--- src/rtl/wb_arbiter.sv ---
// Writeback arbiter: ALU results own the register-file write port, loads queue in a FIFO.
// Define WB_BYPASS_EN to let a load skip an idle FIFO straight into the output register.
module wb_arbiter #(
  parameter int unsigned DEPTH = 4
) (
  input  logic        clk,
  input  logic        rst_n,
  input  logic        alu_valid,
  input  logic [2:0]  alu_reg,
  input  logic [15:0] alu_data,
  input  logic        ld_valid,
  output logic        ld_ready,
  input  logic [2:0]  ld_reg,
  input  logic [15:0] ld_data,
  output logic        write_en,
  output logic [2:0]  wreg,
  output logic [15:0] writedata,
  output logic [7:0]  pend_mask
);

  localparam int unsigned PtrW = $clog2(DEPTH);
  localparam logic [PtrW:0] FullCount = (PtrW + 1)'(DEPTH);

  logic [2:0]       fifo_reg_q  [DEPTH];
  logic [15:0]      fifo_data_q [DEPTH];
  logic [DEPTH-1:0] fifo_live_q, fifo_live_d;
  logic [PtrW-1:0]  rd_ptr_q, wr_ptr_q;
  logic [PtrW:0]    count_q;

  logic fifo_nonempty, head_live, head_dead;
  logic push, pop, bypass;

  assign ld_ready      = count_q < FullCount;
  assign fifo_nonempty = count_q != '0;
  assign head_live     = fifo_nonempty && fifo_live_q[rd_ptr_q];
  assign head_dead     = fifo_nonempty && !fifo_live_q[rd_ptr_q];

`ifdef WB_BYPASS_EN
  // Dead entries never write, so an all-dead FIFO cannot be overtaken out of order.
  assign bypass = ld_valid && ld_ready && !alu_valid && (fifo_live_q == '0);
`else
  assign bypass = 1'b0;
`endif

  assign push = ld_valid && ld_ready && !bypass;
  assign pop  = head_dead || (head_live && !alu_valid);

  // Live bits are cleared on pop, so slots outside the occupied window are always dead.
  always_comb begin
    fifo_live_d = fifo_live_q;
    for (int unsigned i = 0; i < DEPTH; i++) begin
      if (alu_valid && (fifo_reg_q[i] == alu_reg)) begin
        fifo_live_d[i] = 1'b0;
      end
    end
    if (pop) begin
      fifo_live_d[rd_ptr_q] = 1'b0;
    end
    if (push) begin
      fifo_live_d[wr_ptr_q] = !(alu_valid && (alu_reg == ld_reg));
    end
  end

  always_comb begin
    pend_mask = '0;
    for (int unsigned i = 0; i < DEPTH; i++) begin
      if (fifo_live_q[i]) begin
        pend_mask[fifo_reg_q[i]] = 1'b1;
      end
    end
  end

  always_ff @(posedge clk) begin
    if (push) begin
      fifo_reg_q[wr_ptr_q]  <= ld_reg;
      fifo_data_q[wr_ptr_q] <= ld_data;
    end
  end

  always_ff @(posedge clk or negedge rst_n) begin
    if (!rst_n) begin
      fifo_live_q <= '0;
      rd_ptr_q    <= '0;
      wr_ptr_q    <= '0;
      count_q     <= '0;
      write_en    <= 1'b0;
      wreg        <= '0;
      writedata   <= '0;
    end else begin
      fifo_live_q <= fifo_live_d;
      if (push) begin
        wr_ptr_q <= wr_ptr_q + 1'b1;
      end
      if (pop) begin
        rd_ptr_q <= rd_ptr_q + 1'b1;
      end
      if (push && !pop) begin
        count_q <= count_q + 1'b1;
      end else if (pop && !push) begin
        count_q <= count_q - 1'b1;
      end

      if (alu_valid) begin
        write_en  <= 1'b1;
        wreg      <= alu_reg;
        writedata <= alu_data;
      end else if (bypass) begin
        write_en  <= 1'b1;
        wreg      <= ld_reg;
        writedata <= ld_data;
      end else if (head_live) begin
        write_en  <= 1'b1;
        wreg      <= fifo_reg_q[rd_ptr_q];
        writedata <= fifo_data_q[rd_ptr_q];
      end else begin
        write_en  <= 1'b0;
      end
    end
  end

endmodule

--- config.mk ---
export PLATFORM = sky130hd
export DESIGN_NAME = wb_arbiter
export DESIGN_NICKNAME = d
export VERILOG_FILES = /design/src/rtl/wb_arbiter.sv
export SDC_FILE = /design/constraint.sdc
export NUM_CORES = 1
export LEC_CHECK = 0
export CAP_MARGIN = 0
export CORE_MARGIN = 3
export CORE_UTILIZATION = 55
export CTS_CLUSTER_SIZE = 30
export DETAILED_ROUTE_END_ITERATION = 12
export PLACE_DENSITY = 0.89
export SKIP_CTS_REPAIR_TIMING = 1
export SLEW_MARGIN = 20
export SYNTH_ARGS = -nofsm -noshare
export SYNTH_HDL_FRONTEND = slang
export SYNTH_SLANG_ARGS = --single-unit
--- constraint.sdc ---
create_clock -name clk -period 3.4 [get_ports clk]
set_input_delay 0.68 -clock clk [delete_from_list [all_inputs] [get_ports clk]]
set_output_delay 0.68 -clock clk [all_outputs]
set_load 0.005 [all_outputs]
======== Word level (Yosys, flattened, before mapping) ========
Memories as Yosys holds them, arrays and structs flattened.
Index checks and enable logic that the tools add are counted.
W data, S select, Z words.
word-level totals
  bits in registers ....................... 31
  bits in writable memories ............... 76
  output and inout bits ................... 29
  word-level logic and storage cells ...... 97
  memories kept ........................... 2
cells by class
  $add $sub $neg .......................... 4
  $lt $le $gt $ge ......................... 13
  equality and inequality tests ........... 5
  multiplexer cells ....................... 35
  bitwise operators ....................... 5
  reductions and logical operators ........ 26
memories
  memory       words  width  rd ports  clocked after Yosys merged registers in  write ports  RTL line  source
  fifo_data_q  4      16     1         0                                        1            25        logic [15:0] fifo_data_q [DEPTH];
  fifo_reg_q   4      3      5         0                                        1            24        logic [2:0] fifo_reg_q [DEPTH];
operators with widths
  operator               count
  $mux W16               2
  $mux W8                4
  $or A8 B8 Y8           3
  $logic_and A1 B1 Y1    17
  $lt A3 B4 Y1 const B   4
  $eq A3 B3 Y1           5
  $mux W1                15
  $demux W1 S3           4
  $ge A3 B1 Y1 const B   4
  $mux W3                4
  $mux W4                2
  $lt A2 B3 Y1 const B   2
  $logic_not A1 Y1       5
  $add A2 B1 Y2 const B  2
  $and A4 B4 Y4          1
  $bwmux W4              1
  $demux W1 S2           2
  $ge A2 B1 Y1 const B   2
  $not A4 Y4             1
  $reduce_bool A2 Y1     2
  $add A3 B1 Y3 const B  1
  $lt A3 B3 Y1 const B   1
  $reduce_bool A3 Y1     1
  $sub A3 B1 Y3 const B  1
  2 further kinds        2

======== Logic depth before layout (Yosys ltp) ========
An unclocked memory read counts as a cell.
  word-level depth ........................ 12
  depth in mapped cells ................... 10
  gate-level depth less buffers ........... 9

======== Worst setup path before layout ========
No wires, ideal clock.
  path kind ............................... flip-flop to flip-flop
  from .................................... register fifo_live_q[2]
  to ...................................... register count_q[1]
  data arrival time ....................... 2.282 ns
  required time ........................... 3.275 ns
  path slack .............................. 0.993 ns
  cell stages (with the launch flop) ...... 9
  path buffers ............................ 1
  cells stage by stage .................... dfrtp_1 -> buf_4 -> mux4_2 -> a21boi_0 -> inv_1 -> ha_1 -> inv_1 -> fa_1 -> mux2_2
on the way
  cells in the longest elaborated chain, start to end .. 8
  elaborated cells on any way between the ends .. 12
  those cells by class .................... mux: 3; reduce/logical: 9
RTL lines
  element                                                  RTL line  source
  from (decl)                                              26        logic [DEPTH-1:0] fifo_live_q, fifo_live_d;
  from (signal assigned)                                   90        fifo_live_q <= fifo_live_d;
  $bmux W1 S2 (*)                                          35, 36
  $mux W1 (implied by the code) (*)                        35, 36
  $logic_not A1 Y1 or $logic_and A1 B1 Y1 (tied branches)  36, 35
  $logic_and A1 B1 Y1 (on tied branches)                   36, 46
  $logic_or A1 B1 Y1 (*)                                   46        assign pop = head_dead || (head_live && !alu_valid);
  $logic_not A1 Y1                                         97        if (push && !pop) begin
  $logic_and A1 B1 Y1                                      97
  $mux W3 or $reduce_bool A2 Y1 (tied branches)            -
  to (signal assigned)                                     98        count_q <= count_q + 1'b1;
  to (signal assigned)                                     100       count_q <= count_q - 1'b1;
  to (decl)                                                28        logic [PtrW:0] count_q;
Every way passes the cells marked *; elsewhere a longest branch is shown, timed or not. The select of a mux whose other input is x is not followed.
A chain may end at the register's enable or synchronous reset.

==> metrics.md <==
| Metric | Value |
|---|---|
| Synth Area in Compound Gates | `roughly 3.3%` |
| Hold Crit Class | `flip-flop to flip-flop` |
| Dpl cells | `~480` |
| VDD IR max | `about 510 uV` |
| Width of the die | `roughly 100 um` |
| Core Util, Final | `slightly below 70%` |
| Io pins | `71` |
| FF+latch count, synth | `around 110` |
| Reg2Reg Depth | `7` |
| Number of synthesis warnings | `0` |
| Area of the multi-input gates | `between 0.0015 and 0.002 sq mm` |
| HPWL after detailed placement | `6.94 mm` |
| Post-synthesis mux area share | `about 17%` |
| Drt initial violations | `roughly 250` |
| Leakage Power | `between 0.002 and 0.0025 uW` |
| H-tree Lvls | `3` |
| CTS root buf | `clkbuf_8` |
| Final Hold Viols | `0` |
| Vias/cell | `6.22` |
| Arr. time, crit path | `between 2 and 2.5 ns` |
| Outcome | `completed` |
| Worst-Skew Late Latency | `0.37 ns` |
| Die H | `around 100 um` |
| Drt wl/cell | `21.6 um` |
| RR Endpoint | `count_q[1]` |
| Core outline area | `a little under 0.009 sq mm` |
| Hold path cells | `1` |
| Sequential Area | `just over 0.003 sq mm` |
| Fillers | `~540` |
| Main combinational cell family by area after synthesis | `multiplexers` |
| Worst EP required | `about 2.7 ns` |
| Fin. max-slew vios | `0` |
| Layout area overhead | `19.0%` |
| Worst Skew | `about 0.0074 ns` |
| Reg2Reg Setup Slack | `~0.64 ns` |
| Largest net degree at the start of global routing | `33` |
| Number of CTS-inserted buffers | `9` |
| GRT Util Overall | `between 20% and 30%` |
| Cells after synthesis | `about 320` |
| Max Freq | `approximately 360 MHz` |
| Max Root-Sink Buffers | `2` |
| Slew margin rel. | `70.5%` |
| TNS Setup | `0 ns` |
| DRT antenna net count | `0` |
| Max-Cap Viols | `0` |
| Synth Area in Simple Gates | `a little under a tenth` |
| Clk sinks | `between 100 and 150` |
| Grt total ovfl | `0` |
| CP startpoint kind | `flip-flop` |
| Cell Pwr Density | `between 700 and 800 mW/mm^2` |
| PortBufs | `70` |
| Count of cell types in the netlist | `37` |
| Die area | `roughly 0.010 sq mm` |
| Crit end category | `primary output` |
| Worst-Margin Slew | `roughly 0.44 ns` |
| Vias in the first global route | `3131` |
| Final setup vio count | `0` |
| Share of layout cells above drive strength 1 | `20.5%` |
| CP max FO | `10` |
| Routability cong. | `approximately 0.81` |
| CTS tree | `yes` |
| First-pass DRT Iterations | `5` |
| Commonest cells after routing, fill and taps aside | `edfxtp_1 (76), clkdlybuf4s50_1 (70), dfrtp_1 (31)` |
| Via count | `between 3000 and 4000` |
| Hold EP | `writedata[2]` |
| Tcrit/Tclk final | `between 80% and 90%` |
| Cell area after synthesis | `between 0.005 and 0.006 sq mm` |
| Tmin final | `approximately 2.8 ns` |
| Initial core utilization | `about 57%` |
| First-pass GRT wire length | `between 15 and 20 mm` |
| Final #Nets | `~430` |
| Initial antenna violation count | `0` |
| Most common cell after layout, fill and taps aside | `edfxtp_1` |
| # diodes | `0` |
| DRT Wirelength | `around 11 mm` |
| Origin of the critical flop-to-flop path | `fifo_live_q[2]` |
| Clk slew on worst S/H paths | `approximately 0.10 ns` |
| XOR/XNOR share of the synthesized area | `under 10%` |
| Non-Filler Instances | `494` |
| Syn_nets | `375` |
| Sequential area share after synthesis | `about three fifths` |
| Number of remaining DRC errors | `0` |
| Mean post-synth cell area | `approximately 16 sq um` |
| Unrepaired setup endpoints after global routing | `false` |
| WS Path Type | `flip-flop to primary output` |
| Worst Hold Launch | `writedata[2]` |
| Post-synthesis adder-cell area fraction | `between 2 and 3%` |
| Std-Cell Rows | `34` |
area by class of cell:
type                       instances  area share, %
sequential                       107           50.8
multi-input combinational        172           29.9
timing repair buffer              79           13.0
clock buffer                      10           2.29
tap                              108           2.25
clock inverter                     6          0.998
inverter                          12          0.748
layer usage:
metal	global-route usage (%)	wire [um]	up-vias
met2	35.8	5370	156
met3	3.96	751	17
met4	5.75	151	0
li1	-	-	1351
met1	31.4	4370	1548
met5	0	0	-
sequential cells by signal, indices dropped and copies added, names as in the netlist:
name         flops
fifo_data_q     64
writedata       16
fifo_reg_q      12
fifo_live_q      4
count_q          3
wreg             3
rd_ptr_q         2
wr_ptr_q         2
write_en         1
worst max-delay path by stage:
stage / from / endpoint / slack [ns] / cells past startpoint
floorplan: fifo_live_q[2] / count_q[1] / 0.99 / 8
global placement: alu_valid / count_q[1] / 0.75 / 7
detailed placement: ld_valid / count_q[2] / 0.64 / 8
CTS: fifo_reg_q[1][1] / pend_mask[2] / 0.60 / 3
global route: fifo_live_q[2] / count_q[1] / 0.46 / 7
finish: fifo_reg_q[1][1] / pend_mask[2] / 0.61 / 3
critical path: stages (launching register included):
cell             delay [ns]
edfxtp_1               0.55
nor4bb_1               0.20
or4_1                  0.53
clkdlybuf4s50_1        0.46
power by group:
| part | switching, uW | internal (uW) |
|---|---|---|
| clock network | 454 | 300 |
| registers | 235 | 1710 |
| logic | 694 | 950 |
| total | 1380 | 2960 |
kinds of logic after synthesis:
group,count (synthesis)
flip-flops,107
AND/OR/NAND/NOR,65
multiplexers,54
buffers and inverters,44
AO/OA/AOI/OAI,23
XOR/XNOR,20
adder cells (fa/ha/maj),10
synth_stat cells:
library cell  instances  share of area (%)
edfxtp_1             76                 45
dfrtp_1              31                 15
mux2_2               25                5.6
clkbuf_1             21                1.6
mux4_2               20                8.9
xnor2_1              19                3.3
inv_1                12               0.89
nand4b_1             10                1.7
ha_1                  9                2.2
mux2_4                9                2.7
nand2_1               9               0.67
nand4_1               8               0.99
nor4bb_1              7                1.4
and4_1                5               0.87
buf_2                 5               0.49
nand3b_1              5               0.74
nor3_1                5               0.49
a21boi_0              4               0.59
a21oi_1               4               0.40
nor4b_1               4               0.69
o31ai_1               4               0.59
o32ai_1               4               0.69
and3_1                3               0.37
buf_6                 3               0.67
nand2b_1              3               0.37
o31a_1                3               0.52
or4_1                 3               0.45
buf_1                 2               0.15
o21ai_0               2               0.20
a21o_1                1               0.15
buf_4                 1               0.15
fa_1                  1               0.40
nor2_1                1              0.074
nor2b_1               1               0.12
o2111ai_1             1               0.17
or3_1                 1               0.12
xor2_1                1               0.17
per-stage QoR:
| stage | hold WS [ns] | instance area, sq um | total power, uW | setup WS (ns) |
|---|---|---|---|---|
| detailed placement | 0.493 | 5820 | 3620 | 0.644 |
| global route | 0.540 | 6020 | 4570 | 0.457 |
| CTS | 0.523 | 6020 | 4370 | 0.603 |
| finish | 0.523 | 6020 | 4350 | 0.610 |
| floorplan | 0.384 | 5060 | 2970 | 0.993 |
| global placement | 0.493 | 5820 | 3540 | 0.753 |
Note: power is estimated with default switching activity, not from simulation.
==> RTL change 1: new RTL, same flow settings <==
Build with the macro `WB_BYPASS_EN` defined.
--- a/src/rtl/wb_arbiter.sv
+++ b/src/rtl/wb_arbiter.sv
@@ -1,5 +1,7 @@
 // Writeback arbiter: ALU results own the register-file write port, loads queue in a FIFO.
 // Define WB_BYPASS_EN to let a load skip an idle FIFO straight into the output register.
+`define WB_BYPASS_EN
+
 module wb_arbiter #(
   parameter int unsigned DEPTH = 4
 ) (
Behaviour: not the same (a bounded check fails within 4 cycles, from zero or initial values and one cycle with rst_n low).
==> RTL change 1 against the unedited design <==
Via count rose by 0.46%. Sequential cell count is the same. Cell area rose by 0.52%. Worst hold slack better by 0.0031 ns. Critical path depth is 3 higher. Synthesized cell count unchanged. First-iteration DRC count fell by 32%. Wire length grew 3.7%. Setup slack got worse by 0.39 ns. Register-to-register slack got worse by 0.20 ns. Fmax decreased by 12%. Synthesized area grew 0.59%. Total power up 3.8%.
==> RTL change 1: results (changes against the unedited design) <==
Status:
- Result of the run: completed (unchanged).

Power and ir drop:
- The leakage power is 2.26 nW (was 2.16 nW).
- The maximum resistive drop on vdd was 355 uV (was 509 uV).

Finish:
- The filler cell count in the final layout is 605 (was 544).
- Largest registers: fifo_data_q x64, writedata x16, fifo_reg_q x12 (unchanged).
- The final-stage net count was 439 (was 433).
- The ratio of cells with drive above 1 in the final layout is 0.184 (was 0.205).

Drt:
- The number of vias after detailed routing was 3086 (was 3072).
- The first-iteration detailed-routing DRC count was 167 (was 246).
- The total wire length after detailed routing is 11000 um (was 10600 um).
- The iteration count of the initial detailed-routing pass came to 4 (was 5).

Worst setup path:
- The peak per-stage delay on the critical path is 0.90 ns (was 0.55 ns).
- The cell with the largest stage delay on the worst path was nor4b_4 (was edfxtp_1).
- The worst reg-to-reg path cell count is 5 (was 7).
- The worst endpoint data arrival time is 3.44 ns (was 2.11 ns).
- The largest driver fanout on the critical path was 21 (was 10).

Synth:
- Top cells by area, synth: edfxtp_1, dfrtp_1, mux4_2, mux2_4, a221o_1 (was edfxtp_1, dfrtp_1, mux4_2, mux2_2, xnor2_1).
- The portion of the post-synthesis area used by sequential elements was 0.601 (was 0.605).
- Commonest cells in the netlist: edfxtp_1, dfrtp_1, a221o_1, mux4_2 (was edfxtp_1, dfrtp_1, mux2_2, clkbuf_1, mux4_2).
- The predominant post-synthesis flop cell is edfxtp_1 (unchanged).

Global route:
- The via count of the first global-routing pass is 3378 (was 3131).
- The wire length of the first global-routing pass is 17800 um (was 17200 um).
- The pin count of the biggest net entering global routing came to 32 (was 33).
- The global-route usage over all layers is 0.228 (was 0.220).

Timing:
- The transition time at the pin with the least slew margin is 1.11 ns (was 0.438 ns).
- The largest clock skew in the final design was 0.0159 ns (was 0.00745 ns).

Placement:
- The placed standard-cell area is 5870 um2 (was 5820 um2).
- The post-place setup slack was -0.197 ns (was 0.644 ns).
- The placer congestion estimate came to 0.821 (was 0.808).
- The post-DP HPWL was 7410 um (was 6940 um).
RTL change 1: cell types whose count changed after synthesis, moves of 6 or more:
cell      change
clkbuf_1      -6
mux2_4       +10
nor4bb_1      -7
a221o_1      +20
nand4b_1      -7
and3_1       +16
mux2_2       -20
xnor2_1      -12
xor2_1       +12
RTL change 1: cell type report:
| class | count | area, um2 | area share |
|---|---|---|---|
| tap | 108 | 135 | 0.0223 |
| inverter | 9 | 33.8 | 0.00558 |
| clock buffer | 10 | 128 | 0.0211 |
| timing repair buffer | 77 | 753 | 0.125 |
| multi-input combinational | 183 | 1890 | 0.313 |
| sequential | 107 | 3060 | 0.505 |
| clock inverter | 6 | 50.0 | 0.00827 |
RTL change 1: routing by layer:
| metal | up-vias | global-route usage | part of all wire |
|---|---|---|---|
| met5 | - | 0 | 0 |
| met4 | 0 | 0.0817 | 0.019 |
| met3 | 23 | 0.0560 | 0.064 |
| met2 | 116 | 0.372 | 0.52 |
| met1 | 1552 | 0.299 | 0.40 |
| li1 | 1395 | - | - |
RTL change 1: worst paths after layout:
check,start,endpoint,slack (ns)
setup / recovery,ld_valid,writedata[13]$_DFFE_PN0P_,0.22
max in group asynchronous,rst_n,wr_ptr_q[0]$_DFFE_PN0P_,2.38
min in group asynchronous,rst_n,wreg[2]$_DFFE_PN0P_,0.70
hold / removal,writedata[5]$_DFFE_PN0P_,writedata[5]$_DFFE_PN0P_,0.53
hold reg to reg,writedata[5]$_DFFE_PN0P_,writedata[5]$_DFFE_PN0P_,0.53
setup reg to reg,fifo_live_q[3]$_DFF_PN0_,writedata[13]$_DFFE_PN0P_,0.44
RTL change 1: metrics by stage:
stage               setup TNS, ns  std cells
finish                          0        500
global placement           -0.517        484
global route                    0        500
CTS                             0        500
detailed placement          -3.86        484
floorplan                       0        323
RTL change 1: kinds of logic (layout without fill, tap and decap cells):
group,after synthesis,count (layout),share of synthesized area
flops,107,107,0.601
simple gates,68,68,0.0821
mux,44,44,0.156
compound gates,41,41,0.0694
buf+inv,33,102,0.0312
xor+xnor,20,20,0.0344
fa+ha+maj,10,10,0.0261
RTL change 1: power by group:
part	leakage, nW	switching, mW	internal, mW	total, mW
Combinational	1.11	0.784	1.05	1.83
Clock	0.0888	0.444	0.276	0.720
Sequential	1.06	0.227	1.73	1.96
Total	2.26	1.46	3.06	4.51
==> RTL change 2: new RTL, same flow settings <==
Without the edit above. Make the reset (`rst_n`) synchronous in one clocked block.
--- a/src/rtl/wb_arbiter.sv
+++ b/src/rtl/wb_arbiter.sv
@@ -77,7 +77,7 @@
     end
   end
 
-  always_ff @(posedge clk or negedge rst_n) begin
+  always_ff @(posedge clk) begin
     if (!rst_n) begin
       fifo_live_q <= '0;
       rd_ptr_q    <= '0;
Formal check against the unedited RTL: differs if rst_n is asserted again (counterexample within 4 cycles, from zero or initial values and one cycle with rst_n low); with rst_n held inactive, the same outputs for 4 cycles.
==> RTL change 2 against the unedited design <==
Synthesized cell count rose by 3.4%. First-iteration DRC count down 12%. Synthesized area decreased by 5.7%. Total power is 21% lower. Setup slack gained 0.072 ns. Cell area down 4.6%. Sequential cell count increased by 2. Wire length fell by 6.4%.
==> RTL change 2: results (changes against the unedited design) <==
Worst setup path:
- The peak per-stage delay on the critical path came to 0.49 ns (was 0.55 ns).
- The top cell family by delay on the critical path is flip-flops (was simple AND/OR/NAND/NOR gates).
- The largest driver fanout on the critical path is 4 (was 10).

Finish:
- The final-stage net count came to 457 (was 433).
- The ratio of cells with drive above 1 in the final layout was 0.117 (was 0.205).
- The filler cell count in the final layout was 555 (was 544).

Synth:
- The total nets after synthesis was 386 (was 375).
- The portion of the post-synthesis area used by sequential elements is 0.617 (was 0.605).
- Commonest cells in the netlist: edfxtp_1, dfxtp_1, a21oi_1, mux2i_1, mux4_2 (was edfxtp_1, dfrtp_1, mux2_2, clkbuf_1, mux4_2).
- Top cells by area, synth: edfxtp_1, dfxtp_1, mux4_2, mux2i_1, xnor2_1 (was edfxtp_1, dfrtp_1, mux4_2, mux2_2, xnor2_1).
- The post-synthesis cell type count is 38 (was 37).

Global route:
- The global-route met2 utilization was 0.357 (was 0.358).
- The via count of the first global-routing pass is 3250 (was 3131).
- The met1 usage is 0.265 (was 0.314).
- The met3 capacity usage during global routing was 0.0491 (was 0.0396).
- The global-route usage over all layers came to 0.212 (was 0.220).
- The pin count of the biggest net entering global routing is 38 (was 33).

Placement:
- The post-DP HPWL was 6800 um (was 6940 um).
- The instance count after placement with tap cells included is 499 (was 478).
- The placed standard-cell area came to 5560 um2 (was 5820 um2).

Power and ir drop:
- The leakage power came to 1.99 nW (was 2.16 nW).
- The combinational gate power is 975 uW (was 1.64 mW).
- The part of the power in the clock network came to 0.218 (was 0.173).
- The total net switching power is 1.03 mW (was 1.38 mW).
- The maximum resistive drop on vdd came to 370 uV (was 509 uV).

Status:
- Result of the run: completed (unchanged).

Drt:
- The number of vias after detailed routing is 3034 (was 3072).
- The iteration count of the initial detailed-routing pass is 4 (was 5).

Timing:
- The transition time at the pin with the least slew margin is 0.572 ns (was 0.438 ns).
RTL change 2: layout make-up:
class / count / area [um2] / area share
Clock buffer: 10 / 128 / 0.0222
Clock inverter: 6 / 60.1 / 0.0105
Inverter: 13 / 50.0 / 0.00871
Multi-Input combinational cell: 193 / 1670 / 0.291
Sequential cell: 109 / 2940 / 0.512
Tap cell: 105 / 131 / 0.0229
Timing Repair Buffer: 79 / 763 / 0.133
RTL change 2: layer usage:
metal	vias up	wire length, um
met4	0	167
li1	1405	-
met5	-	0
met2	140	5110
met1	1474	3880
met3	15	802
RTL change 2: path summary, 6_finish.rpt:
kind | startpoint | endpoint | slack, ns | cells after the start
min reg2reg | count_q[2]$_SDFFE_PN0P_ | count_q[2]$_SDFFE_PN0P_ | 0.54 | 2
max reg2reg | count_q[0]$_SDFFE_PN0P_ | count_q[2]$_SDFFE_PN0P_ | 0.95 | 9
max | fifo_reg_q[3][0]$_DFFE_PP_ | pend_mask[0] | 0.68 | 4
min | count_q[2]$_SDFFE_PN0P_ | count_q[2]$_SDFFE_PN0P_ | 0.54 | 2
RTL change 2: metrics by stage:
| step | power (mW) | utilization | hold slack (ns) |
|---|---|---|---|
| after floorplan | 2.37 | - | 0.485 |
| after global placement | 2.67 | 0.670 | 0.509 |
| after detailed placement | 2.72 | 0.670 | 0.522 |
| after CTS | 3.46 | 0.693 | 0.544 |
| after global routing | 3.60 | 0.692 | 0.563 |
| final | 3.44 | 0.692 | 0.538 |
RTL change 2: logic make-up after synthesis:
logic type	share of synthesized area
AOI/OAI and AO/OA	0.0905
xor gates and xnor gates	0.0349
adders and majority gates	0.0278
buffers and inverters	0.0333
DFF	0.617
muxes	0.136
and+or+nand+nor	0.0603
